$ cat config.mk
export PLATFORM = sky130hd
export DESIGN_NAME = key_debounce
export DESIGN_NICKNAME = d
export VERILOG_FILES = /design/src/rtl/board_io_pkg.sv /design/src/rtl/key_debounce_ch.sv /design/src/rtl/key_debounce.sv
export SDC_FILE = /design/constraint.sdc
export NUM_CORES = 1
export LEC_CHECK = 0
export ABC_AREA = 0
export CAP_MARGIN = 0
export CORE_MARGIN = 2
export CORE_UTILIZATION = 50
export CTS_CLUSTER_SIZE = 8
export DETAILED_ROUTE_END_ITERATION = 16
export PLACE_DENSITY = 0.68
export SLEW_MARGIN = 20
export SYNTH_ARGS = -nofsm -noshare
export SYNTH_HDL_FRONTEND = slang
export SYNTH_SLANG_ARGS = --single-unit
$ cat constraint.sdc
create_clock -name clk50m -period 3 [get_ports clk50m]
set_input_delay 0.6 -clock clk50m [delete_from_list [all_inputs] [get_ports clk50m]]
set_output_delay 0.6 -clock clk50m [all_outputs]
set_load 0.01 [all_outputs]
$ cat src/rtl/board_io_pkg.sv
// board_io_pkg: constants and types shared by the EP4CE6 board I/O blocks.
//   KEY_ACTIVE_LEVEL : raw pin level of a pressed key (the keys pull low)
//   MS_DIV()         : number of clock cycles in one millisecond
//   key_evt_t        : per-channel debounced state and event pulses
package board_io_pkg;

    localparam logic KEY_ACTIVE_LEVEL = 1'b0;

    function automatic int MS_DIV(input int clk_hz);
        return clk_hz / 1000;
    endfunction

    typedef struct packed {
        logic lvl;    // debounced level, 1 = pressed
        logic press;  // press accepted this cycle
        logic rel;    // release accepted this cycle
        logic lng;    // long-press threshold reached this cycle
    } key_evt_t;

endpackage

$ cat src/rtl/key_debounce_ch.sv
// key_debounce_ch: one key channel.
//   Two-flop synchroniser, tick-based debounce counter, long-press hold
//   counter and registered one-cycle event pulses.
// Ports:
//   clk50m, rst_n : clock, async active-low reset
//   tick          : shared 1 ms strobe, one cycle wide
//   sw            : raw key pin, active-low, asynchronous
//   evt           : registered level and press/release/long pulses
import board_io_pkg::*;

module key_debounce_ch #(
    parameter int DEBOUNCE_MS = 20,
    parameter int LONG_MS     = 1000
) (
    input  logic     clk50m,
    input  logic     rst_n,
    input  logic     tick,
    input  logic     sw,
    output key_evt_t evt
);

    localparam int DW = $clog2(DEBOUNCE_MS + 1);
    localparam int HW = $clog2(LONG_MS + 1);

    localparam logic [DW-1:0] D_LAST = DW'(DEBOUNCE_MS - 1);
    localparam logic [HW-1:0] H_LAST = HW'(LONG_MS - 1);
    localparam logic [HW-1:0] H_SAT  = HW'(LONG_MS);

    logic [1:0]    sync;
    logic          s;
    logic [DW-1:0] dcnt;
    logic [HW-1:0] hcnt;
    logic          lvl, press, rel, lng;

    // Synchroniser idles at the released pin level so reset looks like
    // "no key pressed" to the filter.
    always_ff @(posedge clk50m or negedge rst_n) begin
        if (!rst_n) sync <= {2{~KEY_ACTIVE_LEVEL}};
        else        sync <= {sync[0], sw};
    end

    assign s = (sync[1] == KEY_ACTIVE_LEVEL);

    always_ff @(posedge clk50m or negedge rst_n) begin
        if (!rst_n) begin
            dcnt  <= '0;
            hcnt  <= '0;
            lvl   <= 1'b0;
            press <= 1'b0;
            rel   <= 1'b0;
            lng   <= 1'b0;
        end else begin
            press <= 1'b0;
            rel   <= 1'b0;
            lng   <= 1'b0;

            // Hold counter: saturates so the long pulse fires once per press.
            if (!lvl) begin
                hcnt <= '0;
            end else if (tick && hcnt != H_SAT) begin
                hcnt <= hcnt + 1'b1;
                lng  <= (hcnt == H_LAST);
            end

            // Debounce: any sample agreeing with the current level restarts
            // the count, so only an uninterrupted run of ticks is accepted.
            if (s == lvl) begin
                dcnt <= '0;
            end else if (tick) begin
                if (dcnt == D_LAST) begin
                    lvl   <= s;
                    dcnt  <= '0;
                    press <= s;
                    rel   <= ~s;
                    // Release wins over a coincident hold step: hold state
                    // is dropped together with the level.
                    if (!s) begin
                        hcnt <= '0;
                        lng  <= 1'b0;
                    end
                end else begin
                    dcnt <= dcnt + 1'b1;
                end
            end
        end
    end

    assign evt = '{lvl: lvl, press: press, rel: rel, lng: lng};

endmodule

$ cat src/rtl/key_debounce.sv
// key_debounce: debounced key front end for N active-low board keys.
//   Shared 1 ms tick divider feeding N independent key_debounce_ch channels.
// Ports:
//   clk50m      : system clock
//   rst_n       : async active-low reset
//   sw          : raw keys, active-low, asynchronous
//   key_level   : debounced state, 1 = pressed
//   key_press   : one-cycle pulse on accepted press
//   key_release : one-cycle pulse on accepted release
//   key_long    : one-cycle pulse once per press after LONG_MS ticks held
import board_io_pkg::*;

module key_debounce #(
    parameter int N           = 4,
    parameter int CLK_HZ      = 50_000_000,
    parameter int DEBOUNCE_MS = 20,
    parameter int LONG_MS     = 1000
) (
    input  logic         clk50m,
    input  logic         rst_n,
    input  logic [N-1:0] sw,
    output logic [N-1:0] key_level,
    output logic [N-1:0] key_press,
    output logic [N-1:0] key_release,
    output logic [N-1:0] key_long
);

    localparam int TICK_DIV = MS_DIV(CLK_HZ);
    localparam int TW       = (TICK_DIV > 1) ? $clog2(TICK_DIV) : 1;
    localparam logic [TW-1:0] T_LAST = TW'(TICK_DIV - 1);

    logic [TW-1:0]        tcnt;
    logic                 tick;
    key_evt_t [N-1:0]     evt;

    always_ff @(posedge clk50m or negedge rst_n) begin
        if (!rst_n)            tcnt <= '0;
        else if (tcnt == T_LAST) tcnt <= '0;
        else                   tcnt <= tcnt + 1'b1;
    end

    assign tick = (tcnt == T_LAST);

    for (genvar i = 0; i < N; i++) begin : g_ch
        key_debounce_ch #(
            .DEBOUNCE_MS (DEBOUNCE_MS),
            .LONG_MS     (LONG_MS)
        ) u_ch (
            .clk50m (clk50m),
            .rst_n  (rst_n),
            .tick   (tick),
            .sw     (sw[i]),
            .evt    (evt[i])
        );

        assign key_level[i]   = evt[i].lvl;
        assign key_press[i]   = evt[i].press;
        assign key_release[i] = evt[i].rel;
        assign key_long[i]    = evt[i].lng;
    end

endmodule

Yosys cells after proc, flatten, opt, wreduce, memory -nomap -nowiden. Index checks and enable logic that the tools add are counted.

Flip-flop bits (word level): 100. Input bits: 6. Logic and storage cells: 160.

$add $sub $neg: 9. Equality and inequality tests: 17. Mux-type cells: 85. Bitwise logic cells: 8. Reductions and logical operators: 12.

Operators with widths (number): 2-to-1 mux 10 bit (24); 2-to-1 mux 5 bit (12); 2-to-1 mux 1 bit (48); adder 10 x 1 -> 10 bit, second input constant (4); == test 10 bit, second input constant (4); inequality test 10 bit, second input constant (4); adder 5 x 1 -> 5 bit, second input constant (4); == test 5 bit, second input constant (4); adder 16 x 1 -> 16 bit, second input constant (1); == test 16 bit, second input constant (1); 2-to-1 mux 16 bit (1); AND reduction 3 bit (4); NOT 1 bit (8); nonzero test 2 bit (4); == test 1 bit (4); logical AND 1 bit (4).

Longest topological paths before layout.
Depth in word-level cells: 8. Mapped depth: 8. Depth with buffers taken out: 6.

By module. Synthesis repeated with hierarchy kept, for this count alone.

Cells, all modules: 487. Area total of the unflattened synthesis: 5036.1 sq um.

By module, submodules not included: key_debounce_ch (instances 4, cells an instance 105, area an instance 1068.5 sq um); key_debounce (instances 1, cells an instance 67, area an instance 762.0 sq um).

Least setup slack after synthesis. OpenSTA, ideal clock, no wires.

Path kind: reg2reg. Start: register tcnt[7]. End: register g_ch[0].u_ch.hcnt[9]. Setup time: 78 ps. Arrival time: 2347 ps. Data required time: 2922 ps. Path slack: 575 ps. Cell stages (with the launch flop): 7. Period minus slack after synthesis: 2425 ps. Path through: dfrtp_1 or4b_1 buf_2 or4_4 buf_6 or4_1 a21oi_1.

Cells in the longest elaborated chain, start to end: 8.

Ends and longest elaborated chain: start, declared (line key_debounce.sv:32) `logic [TW-1:0] tcnt;`; start signal, assigned (line key_debounce.sv:39) `else tcnt <= tcnt + 1'b1;`; == test 16 bit (*) (line key_debounce.sv:42) `assign tick = (tcnt == T_LAST);`; logical AND 1 bit (line key_debounce_ch.sv:60) `end else if (tick && hcnt != H_SAT) begin`; 2-to-1 mux 10 bit (line key_debounce_ch.sv:60); 2-to-1 mux 10 bit (line key_debounce_ch.sv:58) `if (!lvl) begin`; 2-to-1 mux 10 bit (line key_debounce_ch.sv:77) `if (!s) begin`; 2-to-1 mux 10 bit (line key_debounce_ch.sv:70) `if (dcnt == D_LAST) begin`; 2-to-1 mux 10 bit (line key_debounce_ch.sv:69) `end else if (tick) begin`; 2-to-1 mux 10 bit (*) (line key_debounce_ch.sv:67) `if (s == lvl) begin`; end signal, assigned (line key_debounce_ch.sv:61) `hcnt <= hcnt + 1'b1;`; end, declared (line key_debounce_ch.sv:32) `logic [HW-1:0] hcnt;`.

Mark *: on every way between the ends. The rest lies on a longest branch, timed or not. A chain may end at the register's enable or synchronous reset.

Final worst setup path.
Start: register tcnt[12]. End: register g_ch[1].u_ch.hcnt[3].

Cells in the longest elaborated chain, start to end: 8.

Ends and longest elaborated chain (line): == test 16 bit (*) (key_debounce.sv:42); logical AND 1 bit (key_debounce_ch.sv:60); 2-to-1 mux 10 bit (key_debounce_ch.sv:60); 2-to-1 mux 10 bit (key_debounce_ch.sv:58); 2-to-1 mux 10 bit (key_debounce_ch.sv:77); 2-to-1 mux 10 bit (key_debounce_ch.sv:70); 2-to-1 mux 10 bit (key_debounce_ch.sv:69); 2-to-1 mux 10 bit (*) (key_debounce_ch.sv:67); end signal, assigned (key_debounce_ch.sv:61); end, declared (key_debounce_ch.sv:32).

Marked as above.

==> impl_results.rst <==
.. list-table::
   :header-rows: 1

   * - Metric
     - Value
   * - Quantity of gates resized following cts
     - 0
   * - Vias per std cell
     - between 5 and 6
   * - Critical-path cell with the highest stage delay
     - or4_4
   * - Antenna violations before repair
     - 0
   * - Worst hold path class
     - in -> async
   * - RSZ-0062 raised after global routing
     - false
   * - Lkg Pwr
     - 2.06 nW
   * - # nets final
     - between 500 and 600
   * - Clock insertion delay at the later pin of the skew report
     - between 300 and 400 ps
   * - Number of buffers inserted to repair setup after CTS
     - 0
   * - Synth area leader
     - dfrtp_1
   * - Sequential element share of the synthesized area
     - 0.495
   * - First-iteration detailed-routing DRC count
     - between 150 and 200
   * - Cells after synthesis
     - 527
   * - Floorplan die area
     - roughly 0.011 mm2
   * - Die X
     - between 100 and 150 um
   * - Actual transition at the worst max-transition pin
     - between 600 and 700 ps
   * - Clock root buffer
     - clkbuf_8
   * - Drt total wl
     - 10,300 um
   * - Effective utilization at floorplan
     - 0.517
   * - Buffers & Inverters on Critical Path
     - 1
   * - Global-route wire length before repair
     - 17,800 um
   * - CTS clock-pin slew for the worst setup and hold paths
     - around 90 ps
   * - Final setup vio count
     - 0
   * - Compound-Gate Fraction of Synth Area
     - 0.113
   * - Area occupied by multi-input gates
     - approximately 0.0023 mm2
   * - Total iterations of the first detailed-routing run
     - 5
   * - Antenna diodes
     - 0
   * - Worst Setup End Kind
     - register
   * - Status
     - finished clean
   * - Number of global-route vias before repair
     - about 3,800
   * - Fraction of final layout cells sized beyond drive strength 1
     - 0.0872
   * - Sequential cell area
     - about 0.0025 mm2
   * - Final weighted congestion in routability-driven placement
     - between 0.8 and 0.9
   * - Critical path data arrival time
     - about 3000 ps
   * - Largest net degree at the start of global routing
     - between 40 and 50
   * - TritonCTS clock tree
     - done
   * - Total via count in the routed design
     - ~3,900
   * - Worst Setup Slack, final
     - about 240 ps
   * - Number of warnings printed during yosys synthesis
     - 0
   * - Final Skew
     - 9.02 ps
   * - Number of distinct standard cells referenced by the synthesized netlist
     - 39
   * - Final Max Tran Viols
     - 0
   * - Post-synthesis sequential element count
     - 100
   * - Combinational family with the most area after synthesis
     - simple AND/OR/NAND/NOR gates
   * - Count of antenna-violating nets left after detailed routing
     - 0
   * - Category of the worst setup path launch point
     - register
   * - Y dimension of the die
     - about 100 um
   * - Dominant register cell in the synthesized netlist
     - dfrtp_1
   * - Fin Setup TNS
     - 0 ps
   * - Largest stage delay on the critical path
     - approximately 830 ps
   * - Placed Cells incl. Taps
     - 656
   * - Post-placement setup slack
     - 263 ps
   * - Number of hold-slack violations in the final timing report
     - 0
   * - Multiplexer fraction of the synthesized cell area
     - 0.0256
   * - Count of buffers from port buffering
     - 21
   * - Post-DP HPWL
     - approximately 7000 um
   * - Post-Layout Cell Count
     - 672
   * - Post-detailed-route DRC marker count
     - 0
   * - Power per cell area
     - roughly 420 mW/mm2
   * - Max-slew headroom at the worst pin
     - 0.552
   * - Largest cells by area after synthesis
     - dfrtp_1, a21oi_1, dfstp_2, nand2_1, ha_1
   * - Netlist area before placement
     - ~0.0051 mm2
   * - Area share of the largest cell type after synthesis
     - 0.453
   * - Critical path cell sequence
     - or4bb_1 > or4_4 > buf_4 > or3_1 > a21oi_1
   * - Crit path max fanout
     - between 40 and 50
   * - Post-synthesis average cell area
     - 9.64 um2
   * - Final instance area
     - around 0.0056 mm2
   * - Placed Instance Area
     - ~0.0053 mm2
   * - Synthesized netlist net count
     - between 500 and 600
   * - Post-synthesis share of cell area spent on and, or, nand and nor gates
     - 0.253
   * - Register-to-register path setup slack
     - between 200 and 250 ps
   * - Clock buffer count from CTS
     - 9
   * - Remaining global-route overflow
     - 0
   * - Synth Area in Adders
     - 0.0320
   * - Clock tree buffer depth
     - 2
   * - Total global routing track utilization
     - 0.200
   * - XOR/XNOR share of the synthesized area
     - 0.0276
   * - Post-route fraction of the period consumed by the critical path
     - 0.920
   * - Period minus WS final
     - between 2000 and 3000 ps
   * - I/O pin count
     - 22
   * - Fill cell instance count of the final layout
     - roughly 900
   * - Data required time at the worst endpoint
     - between 3000 and 4000 ps
   * - Peak supply drop
     - approximately 0.00028 V
   * - Final routed wire length divided by cell count
     - 15.3 um
   * - CP delay by family, top
     - simple AND/OR/NAND/NOR gates
   * - Core Box Area
     - slightly below 0.01 mm2
   * - Clock sink total
     - 100
   * - Utilization of the core after routing
     - 0.566
   * - Highest clock frequency the design can meet
     - 362 MHz
   * - Area growth syn-to-layout
     - 9.39%
   * - Number of synthesized flops with an enable pin
     - 0
   * - Async S/R FF share, synth
     - 1.00
   * - Worst setup path category
     - reg -> reg
   * - Number of maximum-capacitance constraint violations
     - 0
   * - Post-CTS Hold Fix Bufs
     - 0
   * - Site row count
     - 36
   * - Level count of the clock H-tree
     - 3
[through the flow]
stage | power (mW) | hold slack (ps)
global route | 2.44 | 195
floorplan | 1.39 | 304
detailed placement | 1.43 | 347
CTS | 2.38 | 181
finish | 2.35 | 175
global placement | 1.43 | 346
[power breakdown]
group          internal (mW)  switching [mW]  total [mW]
Sequential              1.36         0.00376        1.36
Combinational         0.0103          0.0314      0.0417
Clock                  0.489           0.457       0.946
[cells in the mapped netlist (4+ instances only)]
master and count:
a21oi_1 49, a31oi_1 8, buf_2 4, buf_4 16, clkbuf_1 13, dfrtp_1 92
dfstp_2 8, ha_1 13, inv_1 17, mux2i_1 13, nand2_1 47, nand3_1 27
nand3b_1 12, nand4_1 20, nor2_1 29, nor3_1 18, nor4_1 13, nor4bb_1 4
o21ai_0 29, o21ai_2 4, o31ai_1 9, or3_1 26, or4_1 14, xnor2_1 7
xor2_1 9
[sequential cells by signal (all words and copies together), names as in the netlist]
register	count
g_ch.u_ch.dcnt	20
g_ch.u_ch.hcnt	40
g_ch.u_ch.lng	4
g_ch.u_ch.lvl	4
g_ch.u_ch.press	4
g_ch.u_ch.rel	4
g_ch.u_ch.sync	8
tcnt	16
[area by class of cell]
type	count	share of cell area
inverter	17	0.0115
multi-input combinational	374	0.413
clock buffer	11	0.0255
timing repair buffer	32	0.0545
tap	133	0.0300
clock inverter	5	0.0135
sequential	100	0.452
[cells in the final DEF (no fill, tap or decap), types with 3 or more instances in the layout]
| cell | instances |
|---|---|
| nor4bb_1 | 4 |
| dfrtp_1 | 92 |
| clkbuf_8 | 10 |
| o21ai_2 | 4 |
| inv_1 | 17 |
| nand4_1 | 20 |
| clkinv_2 | 3 |
| buf_4 | 11 |
| dfstp_2 | 8 |
| o21ai_0 | 29 |
| xor2_1 | 9 |
| a31oi_1 | 8 |
| nand2_1 | 47 |
| nand4b_1 | 3 |
| nor3_1 | 18 |
| nor2_1 | 29 |
| nand3b_1 | 12 |
| and2_1 | 3 |
| clkdlybuf4s50_1 | 20 |
| a21oi_1 | 49 |
| or3_1 | 26 |
| xnor2_1 | 7 |
| ha_1 | 13 |
| o31ai_1 | 9 |
| mux2i_1 | 13 |
| or4_1 | 14 |
| nor4_1 | 12 |
| nand3_1 | 27 |
| nand2b_1 | 3 |
[layer usage]
layer | global-route usage | share of wire
met1 | 0.260 | 0.47
met2 | 0.334 | 0.49
met3 | 0.0399 | 0.033
met4 | 0.0676 | 0.014
met5 | 0 | 0
[kinds of logic after synthesis]
| kind of cell | after synthesis |
|---|---|
| and+or+nand+nor | 230 |
| AOI/OAI and AO/OA | 102 |
| muxes | 13 |
| buffers and inverters | 53 |
| DFF | 100 |
| xor gates and xnor gates | 16 |
| adders and majority gates | 13 |
[worst paths after layout]
check | start | endpoint | cells past startpoint
setup / recovery | tcnt[12]$_DFF_PN0_ | g_ch[1].u_ch.hcnt[3]$_DFF_PN0_ | 5
hold reg to reg | g_ch[1].u_ch.sync[0]$_DFF_PN1_ | g_ch[1].u_ch.sync[1]$_DFF_PN1_ | 0
hold / removal | rst_n | g_ch[2].u_ch.dcnt[2]$_DFFE_PN0P_ | 1
max in group asynchronous | rst_n | g_ch[1].u_ch.hcnt[4]$_DFF_PN0_ | 2
setup reg to reg | tcnt[12]$_DFF_PN0_ | g_ch[1].u_ch.hcnt[3]$_DFF_PN0_ | 5
min in group clk50m | g_ch[1].u_ch.sync[0]$_DFF_PN1_ | g_ch[1].u_ch.sync[1]$_DFF_PN1_ | 0
Power figures use the tool's default switching activity.
